<file path="config.mk">
export PLATFORM = sky130hd
export DESIGN_NAME = multicycle_datapath_flat
export DESIGN_NICKNAME = d
export VERILOG_FILES = /design/src/rtl/multicycle_datapath_if.sv /design/src/rtl/multicycle_datapath.sv /design/src/flat_wrapper.sv
export SDC_FILE = /design/constraint.sdc
export NUM_CORES = 2
export LEC_CHECK = 0
export BUFFER_PORTS_ARGS = -buffer_cell sky130_fd_sc_hd__buf_2
export CORE_ASPECT_RATIO = 0.6
export CORE_MARGIN = 3
export CORE_UTILIZATION = 37
export CTS_CLUSTER_SIZE = 24
export DETAILED_ROUTE_END_ITERATION = 12
export PLACE_DENSITY = 0.52
export SETUP_SLACK_MARGIN = 0.05
export SLEW_MARGIN = 20
export SYNTH_ARGS = -nofsm -noshare
export SYNTH_HDL_FRONTEND = slang
export SYNTH_SLANG_ARGS = --single-unit
</file>
<file path="constraint.sdc">
create_clock -name clock -period 13.6 [get_ports clock]
set_input_delay 1.36 -clock clock [delete_from_list [all_inputs] [get_ports clock]]
set_output_delay 1.36 -clock clock [all_outputs]
set_load 0.01 [all_outputs]
</file>
<file path="src/rtl/multicycle_datapath_if.sv">
// Front-end bundle of the multicycle datapath: request handshake, direct
// register load, debug read port and the status/result outputs.
interface multicycle_datapath_if #(
   parameter int WIDTH = 32,
   parameter int NREGS = 16
);
   localparam int AW = $clog2(NREGS);

   logic             req_valid;
   logic             req_ready;
   logic [2:0]       req_op;
   logic [AW-1:0]    req_dst;
   logic [AW-1:0]    req_srca;
   logic [AW-1:0]    req_srcb;
   logic             req_use_imm;
   logic [WIDTH-1:0] req_imm;
   logic             ld_en;
   logic [AW-1:0]    ld_addr;
   logic [WIDTH-1:0] ld_data;
   logic [AW-1:0]    rd_addr;
   logic [WIDTH-1:0] rd_data;
   logic             done;
   logic [WIDTH-1:0] result;
   logic [WIDTH-1:0] hi;
   logic [WIDTH-1:0] lo;
   logic             busy;

   // Control unit side.
   modport master (
      output req_valid, req_op, req_dst, req_srca, req_srcb, req_use_imm, req_imm,
      output ld_en, ld_addr, ld_data, rd_addr,
      input  req_ready, rd_data, done, result, hi, lo, busy
   );

   // Datapath side.
   modport slave (
      input  req_valid, req_op, req_dst, req_srca, req_srcb, req_use_imm, req_imm,
      input  ld_en, ld_addr, ld_data, rd_addr,
      output req_ready, rd_data, done, result, hi, lo, busy
   );
endinterface

</file>
<file path="src/rtl/multicycle_datapath.sv">
// Multicycle register/ALU datapath. One request at a time is sequenced
// IDLE -> LOADY -> EXEC -> WB: operand A is moved into Y, the ALU combines Y
// with the bus (register B or the immediate) into Z, and Z is written back to
// the destination register (or to HI/LO for a multiply).
module multicycle_datapath #(
   parameter int WIDTH      = 32,
   parameter int NREGS      = 16,
   parameter int MUL_CYCLES = 4
) (
   input logic                  clock,
   input logic                  clear,
   multicycle_datapath_if.slave bus
);
   localparam int AW = $clog2(NREGS);
   localparam int SW = $clog2(WIDTH);
   localparam int CW = (MUL_CYCLES > 1) ? $clog2(MUL_CYCLES) : 1;
   localparam logic [CW-1:0] CNT_LAST = CW'(MUL_CYCLES - 1);

   typedef enum logic [2:0] {
      OP_ADD = 3'd0,
      OP_SUB = 3'd1,
      OP_AND = 3'd2,
      OP_OR  = 3'd3,
      OP_SHL = 3'd4,
      OP_SHR = 3'd5,
      OP_MUL = 3'd6,
      OP_NOT = 3'd7
   } op_e;

   typedef enum logic [1:0] {
      S_IDLE  = 2'd0,
      S_LOADY = 2'd1,
      S_EXEC  = 2'd2,
      S_WB    = 2'd3
   } state_e;

   state_e             state_q, state_d;
   op_e                op_q, op_d;
   logic [AW-1:0]      dst_q, dst_d;
   logic [AW-1:0]      srca_q, srca_d;
   logic [AW-1:0]      srcb_q, srcb_d;
   logic               use_imm_q, use_imm_d;
   logic [WIDTH-1:0]   imm_q, imm_d;
   logic [CW-1:0]      cnt_q, cnt_d;
   logic [WIDTH-1:0]   y_q, y_d;
   logic [2*WIDTH-1:0] z_q, z_d;
   logic [WIDTH-1:0]   hi_q, hi_d;
   logic [WIDTH-1:0]   lo_q, lo_d;
   logic [WIDTH-1:0]   regs_q [NREGS];

   logic               reg_we;
   logic [AW-1:0]      reg_waddr;
   logic [WIDTH-1:0]   reg_wdata;
   logic [WIDTH-1:0]   bus_val;
   logic [2*WIDTH-1:0] alu_out;

   // Shared bus: operand B comes from the immediate or the register file.
   assign bus_val = use_imm_q ? imm_q : regs_q[srcb_q];

   // ALU: everything except MUL leaves the upper half of Z at zero.
   always_comb begin
      // NOTE: every output of a combinational block gets a default first so no
      // path through the case can leave it unassigned and infer a latch.
      alu_out = '0;
      case (op_q)
         OP_ADD: alu_out = {{WIDTH{1'b0}}, y_q + bus_val};
         OP_SUB: alu_out = {{WIDTH{1'b0}}, y_q - bus_val};
         OP_AND: alu_out = {{WIDTH{1'b0}}, y_q & bus_val};
         OP_OR:  alu_out = {{WIDTH{1'b0}}, y_q | bus_val};
         OP_SHL: alu_out = {{WIDTH{1'b0}}, y_q << bus_val[SW-1:0]};
         OP_SHR: alu_out = {{WIDTH{1'b0}}, y_q >> bus_val[SW-1:0]};
         OP_MUL: alu_out = {{WIDTH{1'b0}}, y_q} * {{WIDTH{1'b0}}, bus_val};
         OP_NOT: alu_out = {{WIDTH{1'b0}}, ~bus_val};
         default: alu_out = '0;
      endcase
   end

   // Sequencer next state plus all register-transfer decisions.
   always_comb begin
      state_d   = state_q;
      op_d      = op_q;
      dst_d     = dst_q;
      srca_d    = srca_q;
      srcb_d    = srcb_q;
      use_imm_d = use_imm_q;
      imm_d     = imm_q;
      cnt_d     = cnt_q;
      y_d       = y_q;
      z_d       = z_q;
      hi_d      = hi_q;
      lo_d      = lo_q;
      reg_we    = 1'b0;
      reg_waddr = '0;
      reg_wdata = '0;
      case (state_q)
         S_IDLE: begin
            // A direct load in the accept cycle lands before LOADY reads srca.
            if (bus.ld_en) begin
               reg_we    = 1'b1;
               reg_waddr = bus.ld_addr;
               reg_wdata = bus.ld_data;
            end
            if (bus.req_valid) begin
               op_d      = op_e'(bus.req_op);
               dst_d     = bus.req_dst;
               srca_d    = bus.req_srca;
               srcb_d    = bus.req_srcb;
               use_imm_d = bus.req_use_imm;
               imm_d     = bus.req_imm;
               cnt_d     = '0;
               state_d   = S_LOADY;
            end
         end
         S_LOADY: begin
            y_d     = regs_q[srca_q];
            state_d = S_EXEC;
         end
         S_EXEC: begin
            if (op_q == OP_MUL && cnt_q != CNT_LAST) begin
               cnt_d = cnt_q + CW'(1);
            end else begin
               z_d     = alu_out;
               state_d = S_WB;
            end
         end
         S_WB: begin
            if (op_q == OP_MUL) begin
               hi_d = z_q[2*WIDTH-1:WIDTH];
               lo_d = z_q[WIDTH-1:0];
            end else begin
               reg_we    = 1'b1;
               reg_waddr = dst_q;
               reg_wdata = z_q[WIDTH-1:0];
            end
            state_d = S_IDLE;
         end
         default: state_d = S_IDLE;
      endcase
   end

   // Sequencer state register.
   always_ff @(posedge clock or negedge clear) begin
      // NOTE: sequential state uses non-blocking assignments so every register
      // samples its pre-edge inputs regardless of statement order.
      if (!clear) state_q <= S_IDLE;
      else        state_q <= state_d;
   end

   // Latched request, counter and Y/Z/HI/LO working registers.
   always_ff @(posedge clock or negedge clear) begin
      if (!clear) begin
         op_q      <= OP_ADD;
         dst_q     <= '0;
         srca_q    <= '0;
         srcb_q    <= '0;
         use_imm_q <= 1'b0;
         imm_q     <= '0;
         cnt_q     <= '0;
         y_q       <= '0;
         z_q       <= '0;
         hi_q      <= '0;
         lo_q      <= '0;
      end else begin
         op_q      <= op_d;
         dst_q     <= dst_d;
         srca_q    <= srca_d;
         srcb_q    <= srcb_d;
         use_imm_q <= use_imm_d;
         imm_q     <= imm_d;
         cnt_q     <= cnt_d;
         y_q       <= y_d;
         z_q       <= z_d;
         hi_q      <= hi_d;
         lo_q      <= lo_d;
      end
   end

   // General register file with a single write port.
   always_ff @(posedge clock or negedge clear) begin
      // NOTE: the register file must read zero after clear, so it is built from
      // flops with a reset loop rather than an unreset RAM.
      if (!clear) begin
         for (int i = 0; i < NREGS; i++) regs_q[i] <= '0;
      end else if (reg_we) begin
         regs_q[reg_waddr] <= reg_wdata;
      end
   end

   assign bus.req_ready = (state_q == S_IDLE);
   assign bus.busy      = (state_q != S_IDLE);
   assign bus.done      = (state_q == S_WB);
   assign bus.result    = z_q[WIDTH-1:0];
   assign bus.hi        = hi_q;
   assign bus.lo        = lo_q;
   assign bus.rd_data   = regs_q[bus.rd_addr];
endmodule

</file>
<file path="src/flat_wrapper.sv">
// flat-port wrapper written by rule: the top's interface ports become plain ports
module multicycle_datapath_flat 
#(
   parameter int WIDTH      = 32,
   parameter int NREGS      = 16,
   parameter int MUL_CYCLES = 4
)
  (clock, clear, bus_req_valid, bus_req_op, bus_req_dst, bus_req_srca, bus_req_srcb, bus_req_use_imm, bus_req_imm, bus_ld_en, bus_ld_addr, bus_ld_data, bus_rd_addr, bus_req_ready, bus_rd_data, bus_done, bus_result, bus_hi, bus_lo, bus_busy);
  multicycle_datapath_if #(.WIDTH(WIDTH), .NREGS(NREGS)) bus_i ();
  input logic clock;
  input logic clear;
  input wire logic [$bits(bus_i.req_valid)-1:0] bus_req_valid;
  input wire logic [$bits(bus_i.req_op)-1:0] bus_req_op;
  input wire logic [$bits(bus_i.req_dst)-1:0] bus_req_dst;
  input wire logic [$bits(bus_i.req_srca)-1:0] bus_req_srca;
  input wire logic [$bits(bus_i.req_srcb)-1:0] bus_req_srcb;
  input wire logic [$bits(bus_i.req_use_imm)-1:0] bus_req_use_imm;
  input wire logic [$bits(bus_i.req_imm)-1:0] bus_req_imm;
  input wire logic [$bits(bus_i.ld_en)-1:0] bus_ld_en;
  input wire logic [$bits(bus_i.ld_addr)-1:0] bus_ld_addr;
  input wire logic [$bits(bus_i.ld_data)-1:0] bus_ld_data;
  input wire logic [$bits(bus_i.rd_addr)-1:0] bus_rd_addr;
  output wire logic [$bits(bus_i.req_ready)-1:0] bus_req_ready;
  output wire logic [$bits(bus_i.rd_data)-1:0] bus_rd_data;
  output wire logic [$bits(bus_i.done)-1:0] bus_done;
  output wire logic [$bits(bus_i.result)-1:0] bus_result;
  output wire logic [$bits(bus_i.hi)-1:0] bus_hi;
  output wire logic [$bits(bus_i.lo)-1:0] bus_lo;
  output wire logic [$bits(bus_i.busy)-1:0] bus_busy;
  assign bus_i.req_valid = bus_req_valid;
  assign bus_i.req_op = bus_req_op;
  assign bus_i.req_dst = bus_req_dst;
  assign bus_i.req_srca = bus_req_srca;
  assign bus_i.req_srcb = bus_req_srcb;
  assign bus_i.req_use_imm = bus_req_use_imm;
  assign bus_i.req_imm = bus_req_imm;
  assign bus_i.ld_en = bus_ld_en;
  assign bus_i.ld_addr = bus_ld_addr;
  assign bus_i.ld_data = bus_ld_data;
  assign bus_i.rd_addr = bus_rd_addr;
  assign bus_req_ready = bus_i.req_ready;
  assign bus_rd_data = bus_i.rd_data;
  assign bus_done = bus_i.done;
  assign bus_result = bus_i.result;
  assign bus_hi = bus_i.hi;
  assign bus_lo = bus_i.lo;
  assign bus_busy = bus_i.busy;
  multicycle_datapath #(.WIDTH(WIDTH), .NREGS(NREGS), .MUL_CYCLES(MUL_CYCLES)) u_core (.clock(clock), .clear(clear), .bus(bus_i));
endmodule
</file>
==> key figures <==
Placement
  – Placed cell areas: 81900 µm²
  – Number of port buffers: 222
  – DP HPWL: 220000 µm
  – Routability Congestion: 1.02
  – Dpl cells: 10320

Global route
  – Largest net degree at the start of global routing: 167
  – Total grt overflow: 0
  – Initial antenna violation count: 18
  – Total GRT Usage: 0.281
  – First-pass GRT wire length: 448000 µm
  – Number of global-route vias before repair: 62116

STA
  – Final setup vio count: 0
  – Min cycle time layout: 11.60 ns
  – Unrepaired setup endpoints after global routing: no
  – Clock Skew: 0.0741 ns
  – Fin crit share: 0.853
  – Setup TNS: 0 ns
  – Worst Max-Slew Pin Slew: 1.37 ns
  – Slew margin rel.: 0.0773
  – Hold Vio Cnt, Final: 0
  – Final Slew Violations: 0
  – FMAX: 86.2 MHz

Cells and area
  – Final Instance Area: 84900 µm²
  – Commonest non-fill, non-tap cell in the layout: nand2_1
  – Most frequent cells in the layout: nand2_1, fa_1, inv_1
  – Area delta synth->final: 8.41%
  – Nets@finish: 8925
  – Fill cell count: 20551
  – Share of cells above drive strength 1: 0.165
  – Layout Cells excl Fill: 10480

Floorplanning
  – Floorplan die height: 362 µm
  – Row Count: 130
  – Initial Utilization: 0.373
  – DIE WIDTH: 600 µm
  – Die area: 217000 µm²
  – Core outline area: 210000 µm²
  – I/O pins: 223

Logic synthesis
  – Synth area leaders: dfrtp_1, fa_1, mux4_2, nand2_1, ha_1
  – Cell taking the most area after synthesis: dfrtp_1
  – Top FF cell, synth: dfrtp_1
  – #FFs+latches synth: 724
  – Mapped Nets: 9098
  – Post-synth EDFFs: 0
  – Synth Warn #: 0
  – Avg Inst Size Synth: 10.0 µm²
  – Distinct cell type count after synthesis: 90
  – Synthesized instance count: 7806
  – Sequential share of the synthesized area: 0.231
  – Post-Syn Area: 78300 µm²
  – Asr flop ratio synth: 1.00
  – Post-synth top area share: 0.231

Worst hold path
  – Worst hold path class: register to register

Worst setup path
  – CP Max Fanout: 22
  – Crit Path Category: register to register
  – Most used cell, CP: fa_1
  – Critical path's largest stage delay: 0.85 ns
  – WP data required: 14.18 ns
  – CP startpoint kind: register
  – Crit path DAT: 12.18 ns
  – CP Capture Type: register
  – Slowest cell on crit path: a221oi_4

CTS
  – Clock transition at the registers of the reported paths: 0.06 ns
  – Post-CTS Setup Inserts: 0
  – Post-CTS sizing: 0
  – Total CTS buffers: 80
  – Root buf cell: clkbuf_16
  – Cts hold-fix bufs: 0
  – Clock Path Buffers: 3
  – Clock Sinks: 724
  – TritonCTS clock tree: built
  – Clock Latency Late Sink: 0.72 ns
  – H-tree Lvls: 3

Route
  – Routed len/inst: 28.9 µm
  – DR vias: 61122
  – Pre-antenna DRT Iters: 7
  – # DRC: 0
  – Total routed wirelength: 303000 µm
  – Final ANT Viol Nets: 0
  – Iteration-0 DRC Markers: 7023
  – Vias per cell: 5.83

Run status
  – Status: complete, no violations

Flow run
  – MaxCap Viol Count: 0
## through the flow
stage / utilization / hold WS, ns / worst slack [ns]
5_1_grt: 0.405 / 0.506 / 1.55
3_5_place_dp: 0.390 / 0.470 / 1.92
4_1_cts: 0.404 / 0.484 / 1.91
2_1_floorplan: - / 0.445 / 3.88
3_3_place_gp: 0.390 / 0.469 / 1.88
6_report: 0.405 / 0.476 / 2.00
## per-layer routing
metal / GRT usage / share of wire / up-vias
met4: 0.0782 / 0.031 / 8
li1: - / - / 25680
met1: 0.434 / 0.46 / 31874
met3: 0.0868 / 0.12 / 406
met5: 0 / 0.00014 / -
met2: 0.373 / 0.39 / 3154
## worst paths after layout
path	from	endpoint	slack [ns]	depth (start not counted)
worst max-delay path	u_core.use_imm_q	u_core.z_q[63]	2.00	30
worst min-delay path	u_core.z_q[44]	u_core.z_q[44]	0.48	2
worst max register to register	u_core.use_imm_q	u_core.z_q[63]	2.00	30
worst min register to register	u_core.z_q[44]	u_core.z_q[44]	0.48	2
max in group asynchronous	clear	u_core.y_q[5]	9.92	5
min in group asynchronous	clear	u_core.bus.hi[29]	0.68	1
## cell type report
| type | instances | area (µm²) | area share |
|---|---|---|---|
| Antenna cell | 8 | 20.0 | 0.000236 |
| Clock buffer | 113 | 2320 | 0.0273 |
| Clock inverter | 36 | 584 | 0.00688 |
| Inverter | 883 | 3320 | 0.0390 |
| Multi-Input combinational cell | 5539 | 54400 | 0.641 |
| Sequential cell | 724 | 18100 | 0.214 |
| Tap cell | 2772 | 3470 | 0.0408 |
| Timing Repair Buffer | 405 | 2620 | 0.0308 |
## synthesized netlist by cell type (8+ instances only)
cell type	n
a21boi_0	23
a211oi_1	28
o22ai_1	38
and2_1	549
a21oi_1	213
nor2_1	251
o21a_1	31
nand4_1	22
nand2b_1	33
o211ai_1	29
buf_6	16
fa_1	897
o221ai_1	10
a2111oi_0	9
mux2_2	151
o31ai_1	14
dfrtp_1	724
nor3_1	33
a21o_1	69
nand3_1	50
nand2_1	1092
nor2b_1	68
a31oi_1	37
xnor2_1	73
o21ai_0	625
a221o_1	8
inv_1	880
or3_1	11
xor2_1	40
buf_1	73
and3_1	26
a22oi_1	49
mux4_2	443
buf_2	32
or2_2	37
a221oi_1	30
buf_4	40
clkbuf_1	492
mux2i_1	109
ha_1	303
## state kept, by name, indices dropped and copies added (netlist names), 2 cells and up
| signal | flops |
|---|---|
| u_core.srca_q | 4 |
| u_core.y_q | 32 |
| u_core.z_q | 64 |
| u_core.regs_q | 512 |
| u_core.imm_q | 32 |
| u_core.bus.hi | 32 |
| u_core.op_q | 3 |
| u_core.dst_q | 4 |
| u_core.srcb_q | 4 |
| u_core.bus.lo | 32 |
| u_core.state_q | 2 |
| u_core.cnt_q | 2 |
## critical path, delay by kind of cell, from the launching register on
| family | cells | cell delay [ns] |
|---|---|---|
| buffers and inverters | 6 | 0.98 |
| AO/OA/AOI/OAI | 12 | 4.41 |
| flip-flops | 1 | 0.70 |
| AND/OR/NAND/NOR | 2 | 0.93 |
| XOR/XNOR | 1 | 0.12 |
| adder cells (fa/ha/maj) | 9 | 4.26 |
## logic make-up after synthesis
| group | count (synthesis) | share of synthesized area |
|---|---|---|
| xor+xnor | 113 | 0.0126 |
| fa+ha+maj | 1205 | 0.278 |
| compound gates | 1303 | 0.0997 |
| buf+inv | 1543 | 0.0791 |
| flops | 724 | 0.231 |
| mux | 710 | 0.165 |
| simple gates | 2208 | 0.133 |
Power is not shown: default switching activity piles up to over one toggle a cycle in this logic, so the estimate is an artifact.
